<file path="src/rtl/defuse_scheduler.sv">
// rtl/defuse_scheduler.sv - issues single-cycle defuse pulses from player clicks and buffered auto-reveal requests
module defuse_scheduler #(
  parameter int FIFO_DEPTH    = 16,
  parameter int SETTLE_CYCLES = 8
) (
  input  logic       clk,
  input  logic       rst,
  input  logic [1:0] level,
  input  logic       game_over,
  input  logic       click_req,
  input  logic [4:0] click_x,
  input  logic [4:0] click_y,
  input  logic       fill_valid,
  output logic       fill_ready,
  input  logic [4:0] fill_x,
  input  logic [4:0] fill_y,
  output logic       defuse,
  output logic [4:0] defuse_ind_x,
  output logic [4:0] defuse_ind_y,
  output logic       busy,
  output logic       click_dropped,
  output logic       fill_overflow
);

  localparam int AW = $clog2(FIFO_DEPTH);
  localparam int CW = (SETTLE_CYCLES > 1) ? $clog2(SETTLE_CYCLES) : 1;

  typedef enum logic [1:0] {IDLE, ISSUE, SETTLE} state_t;

  state_t         state;
  logic [CW-1:0]  cnt;
  logic [1:0]     level_q;
  logic           pend;
  logic [4:0]     pend_x;
  logic [4:0]     pend_y;
  logic [9:0]     mem [FIFO_DEPTH];
  logic [AW:0]    wr_ptr;
  logic [AW:0]    rd_ptr;

  logic [4:0]     size;
  logic           flush;
  logic           empty;
  logic           full;
  logic           pop;
  logic           push;
  logic           click_ok;

  function automatic logic coord_ok(input logic [4:0] x, input logic [4:0] y,
                                    input logic [4:0] n);
    return (x != 5'd0) && (x <= n) && (y != 5'd0) && (y <= n);
  endfunction

  always_comb begin
    size = 5'd0;
    case (level)
      2'd1:    size = 5'd8;
      2'd2:    size = 5'd10;
      2'd3:    size = 5'd16;
      default: size = 5'd0;
    endcase
  end

  // A level change behaves like game_over for one cycle: everything queued belongs to the old board.
  assign flush      = game_over || (level != level_q);
  assign empty      = (wr_ptr == rd_ptr);
  assign full       = (wr_ptr[AW] != rd_ptr[AW]) && (wr_ptr[AW-1:0] == rd_ptr[AW-1:0]);
  assign pop        = (state == IDLE) && !pend && !empty && !flush;
  assign fill_ready = !game_over && (!full || pop);
  assign push       = fill_valid && fill_ready && coord_ok(fill_x, fill_y, size) && !flush;
  // A pending click being served this cycle frees the slot for a new one.
  assign click_ok   = click_req && coord_ok(click_x, click_y, size) && !flush &&
                      (!pend || (state == IDLE));
  assign busy       = (state != IDLE) || !empty;

  always_ff @(posedge clk) begin
    if (push) mem[wr_ptr[AW-1:0]] <= {fill_x, fill_y};
  end

  always_ff @(posedge clk or negedge rst) begin
    if (!rst) begin
      state         <= IDLE;
      cnt           <= '0;
      level_q       <= 2'd0;
      pend          <= 1'b0;
      pend_x        <= 5'd0;
      pend_y        <= 5'd0;
      wr_ptr        <= '0;
      rd_ptr        <= '0;
      defuse        <= 1'b0;
      defuse_ind_x  <= 5'd0;
      defuse_ind_y  <= 5'd0;
      click_dropped <= 1'b0;
      fill_overflow <= 1'b0;
    end else begin
      level_q       <= level;
      click_dropped <= click_req && !click_ok;
      defuse        <= 1'b0;

      if (level != level_q)
        fill_overflow <= 1'b0;
      else if (fill_valid && full && !pop)
        fill_overflow <= 1'b1;

      if (flush) begin
        wr_ptr <= '0;
        rd_ptr <= '0;
      end else begin
        if (push) wr_ptr <= wr_ptr + 1'b1;
        if (pop)  rd_ptr <= rd_ptr + 1'b1;
      end

      if (flush)
        pend <= 1'b0;
      else if (click_ok) begin
        pend   <= 1'b1;
        pend_x <= click_x;
        pend_y <= click_y;
      end else if ((state == IDLE) && pend)
        pend <= 1'b0;

      case (state)
        IDLE: begin
          if (!flush && pend) begin
            defuse_ind_x <= pend_x;
            defuse_ind_y <= pend_y;
            defuse       <= 1'b1;
            state        <= ISSUE;
          end else if (pop) begin
            {defuse_ind_x, defuse_ind_y} <= mem[rd_ptr[AW-1:0]];
            defuse       <= 1'b1;
            state        <= ISSUE;
          end
        end
        ISSUE: begin
          cnt   <= CW'(SETTLE_CYCLES - 1);
          state <= SETTLE;
        end
        SETTLE: begin
          if (cnt == '0) state <= IDLE;
          else           cnt   <= cnt - 1'b1;
        end
        default: state <= IDLE;
      endcase
    end
  end

endmodule

</file>
<file path="config.mk">
export PLATFORM = sky130hd
export DESIGN_NAME = defuse_scheduler
export DESIGN_NICKNAME = d
export VERILOG_FILES = /design/src/rtl/defuse_scheduler.sv
export SDC_FILE = /design/constraint.sdc
export NUM_CORES = 1
export LEC_CHECK = 0
export CAP_MARGIN = 25
export CORE_MARGIN = 2
export CORE_UTILIZATION = 54
export CTS_CLUSTER_DIAMETER = 100
export DETAILED_ROUTE_END_ITERATION = 7
export GPL_ROUTABILITY_DRIVEN = 0
export PLACE_DENSITY_LB_ADDON = 0.25
export SLEW_MARGIN = 20
export SYNTH_ARGS = -nofsm -noshare
export SYNTH_HDL_FRONTEND = slang
export SYNTH_SLANG_ARGS = --single-unit
export TNS_END_PERCENT = 5
</file>
<file path="constraint.sdc">
create_clock -name clk -period 3.08 [get_ports clk]
set_clock_uncertainty 0.15 [all_clocks]
set_input_delay 0.616 -clock clk [delete_from_list [all_inputs] [get_ports clk]]
set_output_delay 0.616 -clock clk [all_outputs]
set_load 0.005 [all_outputs]
</file>
## Yosys cells after proc, flatten, opt, wreduce, memory -nomap -nowiden

Memories as Yosys holds them, arrays and structs flattened.
Cells that the tools add are included.

| cells by class | value |
|---|---|
| magnitude comparators | 4 |
| equality and inequality tests | 12 |
| multiplexer cells | 25 |
| add/sub/neg operators | 3 |
| reduce and logical (&&, ||, !) cells | 50 |
| bitwise operators | 1 |

Operators by type and width:

| cell | number |
|---|---|
| 5-bit two-way mux | 8 |
| 1-bit logical AND | 22 |
| 5-bit less-or-equal comparator | 4 |
| 5-bit nonzero test | 4 |
| 5-bit one-hot mux with 3 select lines | 1 |
| 2-bit nonzero test | 6 |
| 5-bit by 1-bit adder with 5-bit output (second input constant) | 2 |
| 1-bit two-way mux | 10 |
| 2-bit AND reduction | 4 |
| 1-bit zero test | 7 |
| 2-bit equality test (second input constant) | 3 |
| 2-bit two-way mux | 3 |
| 2-bit one-hot mux with 3 select lines | 1 |
| 3-bit one-hot mux with 2 select lines | 1 |
| 5-bit equality test | 1 |
| 2-bit by 1-bit equality test with 1-bit output (second input constant) | 2 |
| 4-bit equality test | 1 |
| 1-bit logical OR | 4 |
| 2-bit != test (second input constant) | 2 |
| 3-bit zero test | 1 |
| 3-bit two-way mux | 1 |
| 3-bit by 2-bit != test with 1-bit output (second input constant) | 1 |
| 3-bit nonzero test | 1 |
| 3-bit by 1-bit subtractor with 3-bit output (second input constant) | 1 |
| 4 further kinds | 4 |

| storage, ports and cells | value |
|---|---|
| bits in writable memories | 160 |
| bits of input ports | 27 |
| memories kept | 1 |
| register bits | 41 |
| logic and storage cells | 109 |

Memories:

| name | words | width | rd ports | clocked after Yosys merged registers in | wr ports | RTL line | source |
|---|---|---|---|---|---|---|---|
| mem | 16 | 10 | 1 | 0 | 1 | 36 | `logic [9:0] mem [FIFO_DEPTH];` |

## Logic depth before layout (Yosys ltp)

| logic depth | value |
|---|---|
| word-level depth | 11 |
| gate-level depth with buffers | 9 |
| depth with buffers taken out | 8 |

## Worst setup path after synthesis

No wires, ideal clock.

| path | value |
|---|---|
| path kind | input to register |
| from | input port level[0] |
| to | memory mem[0][0] (enable) |
| path slack | -0.607 ns |
| data arrival time | 3.133 ns |
| cell stages on the path | 8 |
| library setup time | 0.404 ns |
| required time | 2.526 ns |
| cell sequence | inv_1 ha_1 ha_1 nor4b_1 o21bai_1 a22oi_1 nand4_2 nor4_1 |

| on the way | value |
|---|---|
| cells in the longest elaborated chain, start to end | 11 |

Ends and longest elaborated chain:

| what | RTL line | source |
|---|---|---|
| start: declaration | 8 | `input logic [1:0] level,` |
| branches (longest 8 deep; another with 5-bit less-or-equal comparator) | - |  |
| 1-bit logical AND (*) | 69 | `assign push = fill_valid && fill_ready && coord_ok(fill_x, fill_y, size) && !flush;` |
| 1-bit two-way mux (*) | 76 | `if (push) mem[wr_ptr[AW-1:0]] <= {fill_x, fill_y};` |
| 1-bit two-way mux (implied by the code) (*) | 76 |  |
| end: declaration | 36 |  |

Every way passes the cells marked *.

## Worst setup path after layout

| path | value |
|---|---|
| from | input port fill_x[2] |
| to | memory mem[15][6] (enable) |

| on the way | value |
|---|---|
| cells in the longest elaborated chain, start to end | 8 |

Ends and longest elaborated chain:

| what | RTL line | source |
|---|---|---|
| start: declaration | 15 | `input logic [4:0] fill_x,` |
| 5-bit less-or-equal comparator or 5-bit nonzero test (tied branches) | 50 | `return (x != 5'd0) && (x <= n) && (y != 5'd0) && (y <= n);` |
| 1-bit logical AND (*) (3 in a row) | 50 |  |
| 1-bit logical AND (*) (2 in a row) | 69 |  |
| 1-bit two-way mux (*) | 76 |  |
| 1-bit two-way mux (implied by the code) (*) | 76 |  |

Mark *: on every way between the ends. The rest lies on a longest branch, timed or not.

==> run summary <==
The post-detailed-placement half-perimeter wirelength came out at 14,200 um. In this run, synthesis produced a sequential element count of 201. For the number of antenna repair diodes, the log shows 0.

Along the worst path, the maximum fanout reaches 17. The total power per unit cell area is 572 nW/um2. Setup repair after global routing left no endpoint under its margin. The die span in y was 130 um; the clock network latency to the later pin of the worst-skew pair was 0.50 ns. Biggest cell delay along the critical path: 0.49 ns. The switching share of power works out to 0.213. After clock tree synthesis, the clock-pin slew on the worst setup and hold paths is 0.06 ns. In the final routed layout, each cell accounts on average for 23.3 um. The total area inside the core boundary comes to 15,700 um2. Counting the buffers created by CTS gives 21. The tools report the number of sinks on the clock net as 201.

Yosys printed 0 warnings. The width of the die is 130 um. Based on the critical path, the design can be clocked at up to 0.337 GHz. The routed layout has 5,412 vias. The count of flip-flops with a built-in enable after synthesis is 160. Top flip-flop cell by instance count after synthesis: edfxtp_1. Internal power comes to 4950 uW. The run gives 0.257 as the overall routing resource usage. Traced cell by cell, the critical path runs through clkdlybuf4s50_1 > buf_4 > nor2_1 > a41oi_1 > a22oi_2 > nand4_4 > buf_12 > buf_4 > buf_4 > nor3_4 > buf_12. After routing the design area is 11,000 um2.

The logs give 552 for the number of standard cells after synthesis and 0.563 for the relative slew slack. At the worst endpoint, the arrival time is 3.04 ns. The run gives 0.490 as the part of the power in registers. Number of buffers added on ports: 41. The min-delay analysis places its worst path in the category in -> reg. The final-report max-slew violation count was 0. Adding up every negative setup slack in the final design gives 0 ns. The final worst hold slack is 0.260 ns. The most common cell after layout, fill and taps aside was edfxtp_1. Counting both buffers and inverters, the worst setup path holds a total of 6. The tools report the share of power burned in combinational logic as 0.079. The global-route wire length before repair was 31,900 um; the sequential fraction of the synthesis area was 0.679.

The total leakage power is 0.00392 uW. The combined area of all synthesized cells is 8580 um2, and the net switching power is 1340 uW. Type of destination of the critical path: a register. The number of top-level pins was 42; the number of search-and-repair iterations in the first detailed-routing pass was 5. The routed design could run at a clock period as short as 2.97 ns.

The ratio of final minimum period to clock period was 0.963. Among cell families on the critical path, the largest total delay comes from buffers and inverters. The tools report the final number of hold-violating endpoints as 0. The area overhead of the layout relative to synthesis is 28.1%, and the mean instance size in the synthesized netlist is 15.6 um2. TritonCTS built the clock tree.

Share of post-route cells with drive strength above 1: 0.261. The worst-case IR drop observed on VDD is 444 uV. The relative contribution of the clock network to total power came out at 0.431. The placed instances occupy a cell area of 10000 um2.

The library cells used most frequently in the layout, excluding fill and tap cells, are edfxtp_1 (160), buf_4 (59), mux2i_1 (55). The number of antenna violations at the first check in global routing was 0. Starting density of the core: 0.546. Number of distinct standard cells referenced by the synthesized netlist: 49.

The antenna violation net count after detailed routing is 0, and the average via count per standard cell is 6.00. The total congestion overflow is 0. Counting every net in the synthesized netlist gives 597. Most frequent cell on the critical path: buf_4. The count of final setup violators was 0.

STA puts the critical path data required time at 3.15 ns. The tools report the number of global-route vias before repair as 5,336. The tree is rooted in a clkbuf_16. The critical path in this run is classified as in -> reg. For this block, the routed nets add up to 21,000 um of wire. The run finished with clean final reports. The clock passes through at most 3 buffers.

The die covers 16,900 um2. The residual DRC count is 0, and the total number of placement rows is 46. The cell with the biggest individual delay on the critical path was clkdlybuf4s50_1.

The tool flagged a number of max-cap violations equal to 0. The utilization after layout was 0.700; the fraction of registers with async set/reset was 0.204. The deepest level of the CTS H-tree was 1; the maximum number of pins on one net before global-route repair was 42. The net count of the finished layout is 716. Transition time at the pin with the least slew margin: 0.655 ns.

The first routing iteration left 658 violations. The kind of start point of the critical path was a primary input.
[kinds of logic (layout without fill, tap and decap cells)]
group,count (synthesis),count (layout),share of synthesized area
adders and majority gates,18,18,0.0262
AOI/OAI and AO/OA,66,66,0.0510
DFF,201,201,0.679
buffers and inverters,35,169,0.0176
and+or+nand+nor,131,131,0.0799
muxes,85,85,0.130
xor gates and xnor gates,16,16,0.0163
[through the flow]
step                      worst slack [ns]  std cells  total power, uW
final                                0.115        902             6280
after global routing                 0.104        902             6480
after CTS                           0.0855        896             6290
after detailed placement            -0.623        849             3600
after global placement              -0.526        849             3570
after floorplan                    -0.0604        552             3330
[registers in the layout (all words and copies together), names as in the netlist, 3 cells and up]
register and cells:
cnt 3, pend_y 5, mem 160, defuse_ind_y 5, rd_ptr 5, wr_ptr 5
pend_x 5, defuse_ind_x 5
[routing by layer]
metal / wire, um / track usage / up-vias
li1: - / - / 2403
met1: 9120 / 0.380 / 2727
met2: 9690 / 0.398 / 233
met3: 1430 / 0.0332 / 49
met4: 755 / 0.0936 / 0
met5: 0 / 0 / -
[cell type report]
cell class / count / area (um2)
Timing Repair Buffer: 122 / 1250
Clock inverter: 15 / 208
Multi-Input combinational cell: 316 / 2860
Clock buffer: 23 / 533
Inverter: 9 / 33.8
Fill cell: 1022 / 4720
Tap cell: 216 / 270
Sequential cell: 201 / 5840
[synth_stat cells (2+ instances only)]
master / count / area share
edfxtp_1: 160 / 0.56
mux2i_1: 55 / 0.064
dfrtp_1: 41 / 0.12
nor2_1: 37 / 0.016
mux4_2: 20 / 0.052
nand2_1: 20 / 0.0087
o22ai_1: 20 / 0.015
ha_1: 18 / 0.026
nor3_1: 17 / 0.0099
nor4_1: 16 / 0.012
o31ai_1: 14 / 0.012
clkbuf_1: 11 / 0.0048
buf_2: 10 / 0.0058
mux2_2: 10 / 0.013
nand2b_1: 10 / 0.0073
a21oi_1: 9 / 0.0052
inv_1: 9 / 0.0039
xnor2_1: 8 / 0.0082
xor2_1: 8 / 0.0082
o21ai_0: 7 / 0.0041
nand3_1: 6 / 0.0035
and2_1: 4 / 0.0029
buf_1: 4 / 0.0017
nand4_1: 4 / 0.0029
or3_1: 3 / 0.0022
or4_1: 3 / 0.0026
a21o_1: 2 / 0.0017
a22oi_1: 2 / 0.0017
o2111ai_1: 2 / 0.0020
o211ai_1: 2 / 0.0017
or3b_2: 2 / 0.0020
[what timing repair did]
| item | in CTS | in global routing |
|---|---|---|
| hold buffers | 0 | 1 |
| pin swaps | 3 | 5 |
| setup endpoints to repair | 136 | 130 |
| buffers inserted | 8 | 3 |
| endpoints found under the hold margin | 0 | 11 |
| gates resized for setup | 15 | 5 |
| cloned | 1 | 1 |
[power by group through the flow]
stage | Clock, uW | Sequential, uW | Combinational, uW
after floorplan | 0 | 3120 | 211
final | 2710 | 3080 | 496
after global routing | 2850 | 3090 | 540
after detailed placement | 0 | 3130 | 465
after CTS | 2730 | 3080 | 485
after global placement | 0 | 3130 | 441
[path summary, 6_finish.rpt]
kind                            startpoint         endpoint  slack [ns]  cells past startpoint
setup / recovery                 fill_x[2]       mem[15][6]        0.11                     11
max in group asynchronous              rst  defuse_ind_y[2]        1.94                      3
hold reg to reg            defuse_ind_y[3]  defuse_ind_y[3]        0.33                      2
hold / removal                    level[0]       level_q[0]        0.26                      2
min in group asynchronous              rst        wr_ptr[2]        0.39                      2
setup reg to reg                      pend       mem[15][6]        0.22                     10
No activity file was read; power rests on OpenSTA's default activity.
